`src/rtl/fetch_queue.sv`:
```
// Instruction-fetch front end: owns the fetch PC, issues single-outstanding
// requests to instruction memory and buffers PC-tagged responses for decode.
module fetch_queue #(
    parameter int D     = 12,
    parameter int W     = 9,
    parameter int DEPTH = 4
) (
    input  logic         clk,
    input  logic         reset,
    input  logic         start,
    input  logic [D-1:0] start_addr,
    output logic         imem_req,
    output logic [D-1:0] imem_addr,
    input  logic         imem_rvalid,
    input  logic [W-1:0] imem_rdata,
    output logic         instr_valid,
    output logic [W-1:0] instr,
    output logic [D-1:0] instr_pc,
    input  logic         instr_ready,
    input  logic         absjump,
    input  logic         reljump,
    input  logic [D-1:0] target,
    output logic         done
);
    localparam int AW = (DEPTH > 1) ? $clog2(DEPTH) : 1;
    localparam int CW = AW + 1;

    typedef enum logic [1:0] {S_IDLE, S_RUN, S_HALT} state_t;

    state_t         r_state, w_next;
    logic [D-1:0]   r_fetch_pc, r_req_addr;
    logic           r_out, r_stale;
    logic [W-1:0]   r_q_instr [DEPTH];
    logic [D-1:0]   r_q_pc    [DEPTH];
    logic [AW-1:0]  r_head, r_tail;
    logic [CW-1:0]  r_count;

    logic           w_pop, w_redirect, w_resp, w_push, w_pc_all1, w_room, w_can_issue;
    logic [D-1:0]   w_redir_pc;

    assign w_pop       = instr_valid & instr_ready;
    assign w_redirect  = w_pop & (absjump | reljump);
    assign w_resp      = imem_rvalid & r_out;
    // Responses landing in the redirect cycle belong to the old path.
    assign w_push      = w_resp & ~r_stale & ~w_redirect;
    assign w_pc_all1   = &r_fetch_pc;
    // An issued request reserves a slot: entries held + this request must fit.
    assign w_room      = (r_count + CW'(1)) < CW'(DEPTH);
    assign w_can_issue = ~w_pc_all1 & (~r_out | imem_rvalid) & w_room & ~w_redirect;
    assign w_redir_pc  = absjump ? target : (instr_pc + target);

    always_ff @(posedge clk or negedge reset) begin
        if (!reset) r_state <= S_IDLE;
        else        r_state <= w_next;
    end

    always_comb begin
        w_next = r_state;
        case (r_state)
            S_IDLE:  if (start) w_next = S_RUN;
            S_RUN:   if (w_pc_all1 && !r_out && r_count == '0) w_next = S_HALT;
            S_HALT:  if (start) w_next = S_RUN;
            default: w_next = S_IDLE;
        endcase
    end

    always_comb begin
        imem_req = 1'b0;
        done     = 1'b0;
        if (r_state == S_RUN)  imem_req = w_can_issue;
        if (r_state == S_HALT) done     = 1'b1;
    end

    assign imem_addr   = r_fetch_pc;
    assign instr_valid = (r_count != '0);
    assign instr       = r_q_instr[r_head];
    assign instr_pc    = r_q_pc[r_head];

    always_ff @(posedge clk or negedge reset) begin
        if (!reset) begin
            r_fetch_pc <= '0;
            r_req_addr <= '0;
            r_out      <= 1'b0;
            r_stale    <= 1'b0;
        end else begin
            if ((r_state == S_IDLE || r_state == S_HALT) && start)
                r_fetch_pc <= start_addr;
            else if (w_redirect)
                r_fetch_pc <= w_redir_pc;
            else if (imem_req)
                r_fetch_pc <= r_fetch_pc + D'(1);

            if (imem_req)    r_req_addr <= r_fetch_pc;

            if (imem_req)    r_out <= 1'b1;
            else if (w_resp) r_out <= 1'b0;

            if (w_resp && r_stale)
                r_stale <= 1'b0;
            else if (w_redirect && r_out && !imem_rvalid)
                r_stale <= 1'b1;
        end
    end

    always_ff @(posedge clk or negedge reset) begin
        if (!reset) begin
            r_head  <= '0;
            r_tail  <= '0;
            r_count <= '0;
        end else if (w_redirect) begin
            r_head  <= '0;
            r_tail  <= '0;
            r_count <= '0;
        end else begin
            if (w_push) r_tail <= r_tail + AW'(1);
            if (w_pop)  r_head <= r_head + AW'(1);
            r_count <= r_count + CW'(w_push) - CW'(w_pop);
        end
    end

    // Storage needs no reset: entries are only visible through r_count.
    always_ff @(posedge clk) begin
        if (w_push) begin
            r_q_instr[r_tail] <= imem_rdata;
            r_q_pc[r_tail]    <= r_req_addr;
        end
    end
endmodule

```
`config.mk`:
```
export PLATFORM = sky130hd
export DESIGN_NAME = fetch_queue
export DESIGN_NICKNAME = d
export VERILOG_FILES = /design/src/rtl/fetch_queue.sv
export SDC_FILE = /design/constraint.sdc
export NUM_CORES = 1
export LEC_CHECK = 0
export ABC_AREA = 1
export CAP_MARGIN = 5
export CORE_MARGIN = 5
export CORE_UTILIZATION = 50
export DETAILED_ROUTE_END_ITERATION = 12
export PLACE_DENSITY = 0.73
export SLEW_MARGIN = 20
export SYNTH_ARGS = -nofsm -noshare
export SYNTH_HDL_FRONTEND = slang
export SYNTH_SLANG_ARGS = --single-unit
```
`constraint.sdc`:
```
create_clock -name clk -period 5.36 [get_ports clk]
set_input_delay 0.804 -clock clk [delete_from_list [all_inputs] [get_ports clk]]
set_output_delay 0.804 -clock clk [all_outputs]
set_load 0.01 [all_outputs]
```
==> flow_summary.yaml, run 1 <==
status:
  status: "complete, no violations"
synth:
  syn_inst: 649
  synth_top_family_by_area: "simple AND/OR/NAND/NOR gates"
  ys_seq_area_share_pct: 56.4
  synth_xor_area_share_pct: 1.31
  netlist_area_sq_um: 6030
  synth_area_per_cell_sq_um: 9.29
  yosysWarnings: 0
  yosys-mux-area-fraction_pct: 0
  ys_types: 43
  synth-seq-cells: 119
  synthAdderAreaFrac_pct: 4.40
  synth_compound_area_share_pct: 10.9
  yosys.area_share.simple_pct: 21.0
  syn-num-nets: 709
layout:
  area_growth_pct: 24.4
  insertedDiodeCount: 0
  instances_no_fill: 884
  fin_nets: 784
  fin_util_pct: 62.9
  drive_above_1_share_pct: 8.96
  fill_cells: 962
  final_cell_mix: "nand2_1 (134), nor2_1 (88), edfxtp_1 (84)"
  final_common_cell: "nand2_1"
setup_path:
  arrival_ps: 3500
  r2r_start: "r_head[1]"
  critPathKind: "primary input to primary output"
  timing.rr.end: "imem_addr[6]"
  crit_start: "absjump"
  reg2reg_depth: 16
  cp_slowest_cell: "clkdlybuf4s50_1"
  start_kind: "primary input"
  slowest_delay_ps: 630
  cp_num_cells: 7
  rrSetupSlack_ps: 1640
  critical_path.max_fanout: 37
  crit_family: "buffers and inverters"
  cp_data_required_time_ps: 4560
  path_buf_inv: 4
  cp_common_cell: "clkdlybuf4s50_1"
  crit_path_end: "imem_req"
  cp_cell_sequence: "clkdlybuf4s50_1 -> nor2_1 -> nor2_2 -> inv_2 -> nand3_4 -> inv_1 -> clkdlybuf4s50_1"
  critPathCaptureType: "primary output"
die:
  die_h_um: 120
  die_area_sq_um: 14300
  rows: 40
  io_pins: 76
  start_util_pct: 50.6
  coreArea_sq_um: 11900
  die_x_um: 120
routing:
  viasPerCell: 5.46
  wl_per_cell_um: 16.9
  drt_iter0_drc: 397
  ant_nets: 0
  drt-pass1-iter-count: 5
  drc_errors: 0
  vias: 4824
  routed_wl_um: 14900
sta:
  slew_headroom_pct: 40.4
  setup_tns_ps: 0
  tightest_slew_ps: 892
  setup_viol: 0
  maxSlewViolCount: 0
  worst_slack_ps: 1050
  finalClockSkew_ps: 8.42
  rsz0062_at_grt: "false"
  min_period_ps: 4310
  max_freq_mhz: 232
  hold_viol_final: 0
  finalCritPeriodShare_pct: 80.3
clock_tree:
  cts_tree: "yes"
  htreeDepth: 4
  clk_pin_slew_ps: 60
  cts_buffer_depth: 2
  cts_resized: 0
  clkSinkCount: 119
  post_cts_buffers: 0
  cts-root-buf: "clkbuf_16"
  clock_latency_ps: 410
  ctsHoldBuffers: 0
  cts-buffers-inserted: 17
power_and_ir_drop:
  combPwrFrac_pct: 44.0
  leakage_nw: 3.11
  sw_frac_of_total_pct: 39.9
  power_frac_clock_pct: 25.1
  p_total_mw: 4.50
  peakVddDrop_mv: 0.373
  p_per_area_nw_per_um2: 600
  intPower_mw: 2.70
  pwr-share-seq_pct: 30.9
  switchingPower_mw: 1.79
placed_design:
  place_inst: 852
  pre_cts_slack_ps: 1120
  routabilityCongestion: 0.918
  dp_hpwl_um: 10100
  port_buffers: 75
global_route:
  grt_overflow: 0
  track_usage_pct: 21.7
  grt_pass1_vias: 4746
  grt_start_max_net_pins: 44
  antenna_found_initial: 0
  grt_pass1_wl_um: 24300
min_path:
  hp-class: "flip-flop to flip-flop"
job:
  max_cap_viol_count: 0
[cells by family after synthesis]
kind of cell             count (synthesis)
AO/OA/AOI/OAI                          117
XOR/XNOR                                 9
adder cells (fa/ha/maj)                 20
buffers and inverters                   90
flip-flops                             119
AND/OR/NAND/NOR                        294
[through the flow]
step	hold WS, ps	cell area [sq um]
floorplan	465	6030
global placement	479	6900
detailed placement	481	6900
CTS	494	7490
global route	523	7490
finish	489	7490
[cell type report]
| class | instances | area (sq um) | area share, % |
|---|---|---|---|
| clock buffers | 17 | 425 | 5.68 |
| clock inverters | 15 | 170 | 2.27 |
| inverters | 64 | 240 | 3.21 |
| multi-input cells | 440 | 2270 | 30.3 |
| flip-flops and latches | 119 | 3400 | 45.3 |
| well taps | 147 | 184 | 2.45 |
| repair buffers | 82 | 803 | 10.7 |
[registers in the layout, indices dropped and copies added (netlist names)]
name        count
r_head          2
imem_addr      12
r_out           1
r_q_pc         48
r_q_instr      36
r_tail          2
r_state         2
r_count         3
r_req_addr     12
r_stale         1
[synth_stat cells, drive strengths merged]
master,count,area (sq um)
nand2,135,509
nand4,11,75.1
o21ai,68,348
nor2,94,363
o22ai,20,125
a21boi,1,7.51
o21a,1,7.51
edfxtp,84,2520
a32oi,1,8.76
inv,62,233
or2,8,50.1
fa,2,40.0
nand3b,1,7.51
a31oi,5,31.3
nand3,41,235
a32o,1,10.0
o211ai,2,20.0
buf,11,63.8
ha,18,225
a21oi,15,78.8
nor3,4,25.0
xnor2,4,35.0
o31ai,1,7.51
a21o,1,7.51
o21bai,1,7.51
xor2,5,43.8
clkbuf,15,56.3
clkinv,2,7.51
dfrtp,35,876
[worst register-to-register path: stages, from the launching register on]
cell	delay, ps
dfrtp_1	670
inv_1	670
o21ai_0	190
o22ai_1	340
ha_1	300
inv_1	90
fa_1	420
inv_1	110
nand3_1	70
nand3_1	140
nand2_1	90
nand3_1	90
nand3_1	110
nand2_1	90
nand3_1	60
nand3_1	110
nand2_1	60
[how the worst min path moves through the flow]
stage                  from  endpoint  slack (ps)  depth (start not counted)
finish              r_stale   r_stale         490                          1
global route        r_stale   r_stale         520                          1
CTS                 r_stale   r_stale         490                          1
detailed placement  r_stale   r_stale         480                          1
global placement    r_stale   r_stale         480                          1
floorplan           r_stale   r_stale         460                          1
[power by group through the flow]
| stage | registers (mW) | clock network, mW | logic (mW) |
|---|---|---|---|
| after CTS | 1.38 | 1.15 | 1.98 |
| after floorplan | 1.35 | 0 | 1.28 |
| after global routing | 1.41 | 1.19 | 2.20 |
| final | 1.39 | 1.13 | 1.98 |
| after detailed placement | 1.40 | 0 | 1.96 |
| after global placement | 1.39 | 0 | 1.92 |
[per-layer routing]
| metal | part of all wire (%) | vias to the layer above | track usage (%) |
|---|---|---|---|
| met3 | 6.2 | 22 | 4.71 |
| met4 | 1.6 | 0 | 7.23 |
| met1 | 43 | 2287 | 28.5 |
| met5 | 0 | - | 0 |
| li1 | - | 2348 | - |
| met2 | 49 | 167 | 35.9 |
Note: power is estimated with default switching activity, not from simulation.
==> inputs of run 2 (changes only) <==
Clock period 5.36 ns to 4.45 ns, I/O delays scaled along.
==> run 2 against run 1 <==
Against the previous run:
- sequential power increased by 19%
- non-clock buffer count increased by 3
- register-to-register slack worse by 520 ps
- clock power is 14% higher
- largest power group unchanged
- clock-buffer cell count is 1 higher
- highest routed layer unchanged
- cell count up 0.23%
- global-route usage up 0.056 points
- critical endpoint unchanged
==> flow_summary.yaml, run 2 (synthesized netlist as in run 1, its figures left out) <==
die:
  start_util_pct: 50.6
  die_x_um: 120
  io_pins: 76
  coreArea_sq_um: 11900
  rows: 40
  die_h_um: 120
  die_area_sq_um: 14300
clock_tree:
  htreeDepth: 4
  post_cts_buffers: 0
  cts-buffers-inserted: 17
  ctsHoldBuffers: 0
  clock_latency_ps: 400
  clkSinkCount: 119
  cts_tree: "yes"
  clk_pin_slew_ps: 50
  cts_buffer_depth: 2
  cts_resized: 0
  cts-root-buf: "clkbuf_16"
global_route:
  grt_pass1_wl_um: 24500
  grt_overflow: 0
  grt_pass1_vias: 4822
  antenna_found_initial: 0
  grt_start_max_net_pins: 46
  track_usage_pct: 21.8
layout:
  final_area_sq_um: 7480
  reg.largest.list: "r_q_pc: 48 flops, r_q_instr: 36 flops"
  drive_above_1_share_pct: 8.93
  fin_nets: 787
  max_flop_register: "r_q_pc"
  fin_util_pct: 62.8
  area_growth_pct: 24.2
  largest_reg_flops: 48
  final_cell_mix: "nand2_1 (134), nor2_1 (88), edfxtp_1 (84)"
  final_common_cell: "nand2_1"
  fill_cells: 994
  insertedDiodeCount: 0
sta:
  hold_viol_final: 0
  finalCritPeriodShare_pct: 80.0
  min_period_ps: 3560
  rsz0062_at_grt: "false"
  maxSlewViolCount: 0
  finalClockSkew_ps: 9.00
  setup_tns_ps: 0
  max_freq_mhz: 281
  setup_viol: 0
  tightest_slew_ps: 866
  hold-worst-slack_ps: 494
  slew_headroom_pct: 42.2
placed_design:
  dpl_cell_area_sq_um: 6920
  dp_hpwl_um: 10400
  port_buffers: 75
  routabilityCongestion: 0.971
routing:
  drt_iter0_drc: 389
  drt-pass1-iter-count: 7
  viasPerCell: 5.52
  ant_nets: 0
  vias: 4892
  drc_errors: 0
  routed_wl_um: 15200
  wl_per_cell_um: 17.1
setup_path:
  critical_path.max_fanout: 33
  start_kind: "primary input"
  critPathKind: "primary input to primary output"
  cp_data_required_time_ps: 3780
  critPathCaptureType: "primary output"
  arrival_ps: 2890
power_and_ir_drop:
  leakage_nw: 3.11
  peakVddDrop_mv: 0.447
  p_per_area_nw_per_um2: 717
status:
  status: "complete, no violations"
min_path:
  hp-class: "flip-flop to flip-flop"
job:
  max_cap_viol_count: 0
[run 2: worst paths after layout]
| check | end | slack [ps] | depth (start not counted) | from |
|---|---|---|---|---|
| max in group asynchronous | r_tail[1] | 3440 | 2 | reset |
| max reg2reg | imem_addr[8] | 1120 | 16 | r_head[1] |
| min reg2reg | r_stale | 490 | 1 | r_stale |
| max | imem_req | 890 | 9 | absjump |
| min in group asynchronous | imem_addr[9] | 670 | 2 | reset |
| min | r_stale | 490 | 1 | r_stale |
[run 2: critical path, cell delays in order]
cell and delay (ps):
clkdlybuf4s50_1 560, nor2_1 230, nor2_2 60, buf_4 180, inv_2 80, buf_4 360
nand3_4 100, inv_1 100, clkdlybuf4s50_1 540
[run 2: final cells by class]
type                            count  area, sq um  area share, %
Tap cell                          147          184           2.46
Clock inverter                     13          133           1.77
Timing Repair Buffer               85          826           11.0
Multi-Input combinational cell    440         2270           30.4
Clock buffer                       18          429           5.73
Inverter                           64          240           3.21
Sequential cell                   119         3400           45.4
[run 2: report_power, final]
part	switching [mW]	internal, mW
Sequential	0.195	1.46
Combinational	1.45	0.973
Clock	0.475	0.816
[run 2: per-stage QoR]
stage	setup WS [ps]	power [mW]	std cells
3_5_place_dp	898	4.07	855
5_1_grt	769	5.74	886
4_1_cts	776	5.39	886
2_1_floorplan	1710	3.17	649
6_report	890	5.36	886
3_3_place_gp	903	4.03	855
[run 2: routing by layer]
metal  vias up  track usage, %  share of wire (%)
li1       2363               -                  -
met1      2327            28.4                 42
met2       175            36.1                 50
met3        27            4.90                6.0
met4         0            7.52                2.1
met5         -               0                  0
==> RTL edit (config.mk and constraints of run 2) <==
`DEPTH`: 4 -> 2.
--- a/src/rtl/fetch_queue.sv
+++ b/src/rtl/fetch_queue.sv
@@ -3,7 +3,7 @@
 module fetch_queue #(
     parameter int D     = 12,
     parameter int W     = 9,
-    parameter int DEPTH = 4
+    parameter int DEPTH = 2
 ) (
     input  logic         clk,
     input  logic         reset,
Behaviour: not the same (Yosys sat finds a counterexample within 4 cycles, from zero or initial values and one cycle with reset low).
==> RTL edit against run 2 <==
- wire length is 31% lower
- count of clock-buffer cells in the layout down 9
- register-to-register slack gained 450 ps
- sequential cell count is 45 lower
- area after synthesis fell by 31%
- critical path depth is 2 lower
- cell area down 30%
- clock skew is 4.8 ps higher
- setup slack gained 310 ps
- power fell by 36%
- critical endpoint unchanged
- largest cell class unchanged
- highest routed layer unchanged
==> RTL edit: results (changes against run 2) <==
Parameter                              Value

Status
  Outcome    completed (unchanged)

Synthesis
  Most area-consuming cells after synthesis    sky130_fd_sc_hd__edfxtp_1 30%, sky130_fd_sc_hd__dfrtp_1 19%, sky130_fd_sc_hd__nand2_1 16% (was sky130_fd_sc_hd__edfxtp_1 42%, sky130_fd_sc_hd__dfrtp_1 15%, sky130_fd_sc_hd__nand2_1 8.3%)
  Fraction of registers with async set or reset after synthesis    0.432 (was 0.294)
  Portion of the post-synthesis area used by sequential elements    0.497 (was 0.564)
  Average footprint of a synthesized cell    8.15 µm² (was 9.29 µm²)
  Synthesized netlist net count    565 (was 709)
  EDFF count, synth    42 (was 84)
  Most common library cells after synthesis    175 x sky130_fd_sc_hd__nand2_1, 61 x sky130_fd_sc_hd__inv_1, 45 x sky130_fd_sc_hd__nand3_1 (was 134 x sky130_fd_sc_hd__nand2_1, 90 x sky130_fd_sc_hd__nor2_1, 84 x sky130_fd_sc_hd__edfxtp_1)

Detailed routing
  Router iterations before antenna repair    5 (was 7)
  Initial drt markers    219 (was 389)
  Detailed Route WL    10.4 mm (was 15.2 mm)
  Avg Vias per Cell    5.12 (was 5.52)

STA
  Worst slew margin relative to its limit    0.521 (was 0.422)
  Minimum hold slack    472 ps (was 494 ps)
  Worst Skew    13.8 ps (was 9.00 ps)

Clock network
  Clk Tree Root Cell    sky130_fd_sc_hd__clkbuf_8 (was sky130_fd_sc_hd__clkbuf_16)
  Clock slew at the register clock pins of the worst setup and hold paths    80 ps (was 50 ps)
  Clock insertion delay at the later pin of the skew report    360 ps (was 400 ps)
  Total clock buffers created by CTS    9 (was 17)

Setup path
  Endpoint of the worst register-to-register path    r_count[1] (was imem_addr[8])
  Top fanout value on the critical path    15 (was 33)
  CP Data Arrival Time    2580 ps (was 2890 ps)

Global routing
  Total global-route track usage    0.211 (was 0.218)
  Largest net degree at the start of global routing    33 (was 46)
  Number of global-route vias before repair    3429 (was 4822)

Power and ir drop
  Maximum resistive drop on vdd    0.590 mV (was 0.447 mV)
  Internal cell power    1.96 mW (was 3.25 mW)
  Comb group    1.80 mW (was 2.42 mW)
  Reported sequential group power    1.12 mW (was 1.66 mW)
  Cell leakage power    2.37 nW (was 3.11 nW)

Min path
  Count of cells along the worst hold path    0 (was 1)
  Startpoint of the lowest-slack hold path    r_req_addr[0] (was r_stale)
  WHS Endpoint    r_q_pc[0][0] (was r_stale)

Placed design
  Placement-stage cell area    5010 µm² (was 6920 µm²)
  Placed Instances    681 (was 855)
  Dpl ws    909 ps (was 898 ps)

Layout
  Fin nets    643 (was 787)
RTL edit: layout make-up:
type	instances	area (µm²)
multi-input cells	358	1790
clock buffers	9	124
inverters	63	236
repair buffers	81	796
fillers	687	2920
flip-flops and latches	74	2060
clock inverters	7	77.6
well taps	105	131
RTL edit: layer usage:
layer | track usage | routed length (µm) | vias to the layer above
met2 | 0.352 | 5030 | 112
met1 | 0.270 | 4570 | 1638
met4 | 0.0787 | 224 | 0
met5 | 0 | 0 | -
met3 | 0.0443 | 599 | 18
li1 | - | - | 1799
RTL edit: logic make-up after synthesis:
kind of cell,after synthesis,share of synthesized area
and+or+nand+nor,279,0.285
adders and majority gates,16,0.0501
buffers and inverters,77,0.0733
AOI/OAI and AO/OA,53,0.0739
xor gates and xnor gates,10,0.0211
DFF,74,0.497
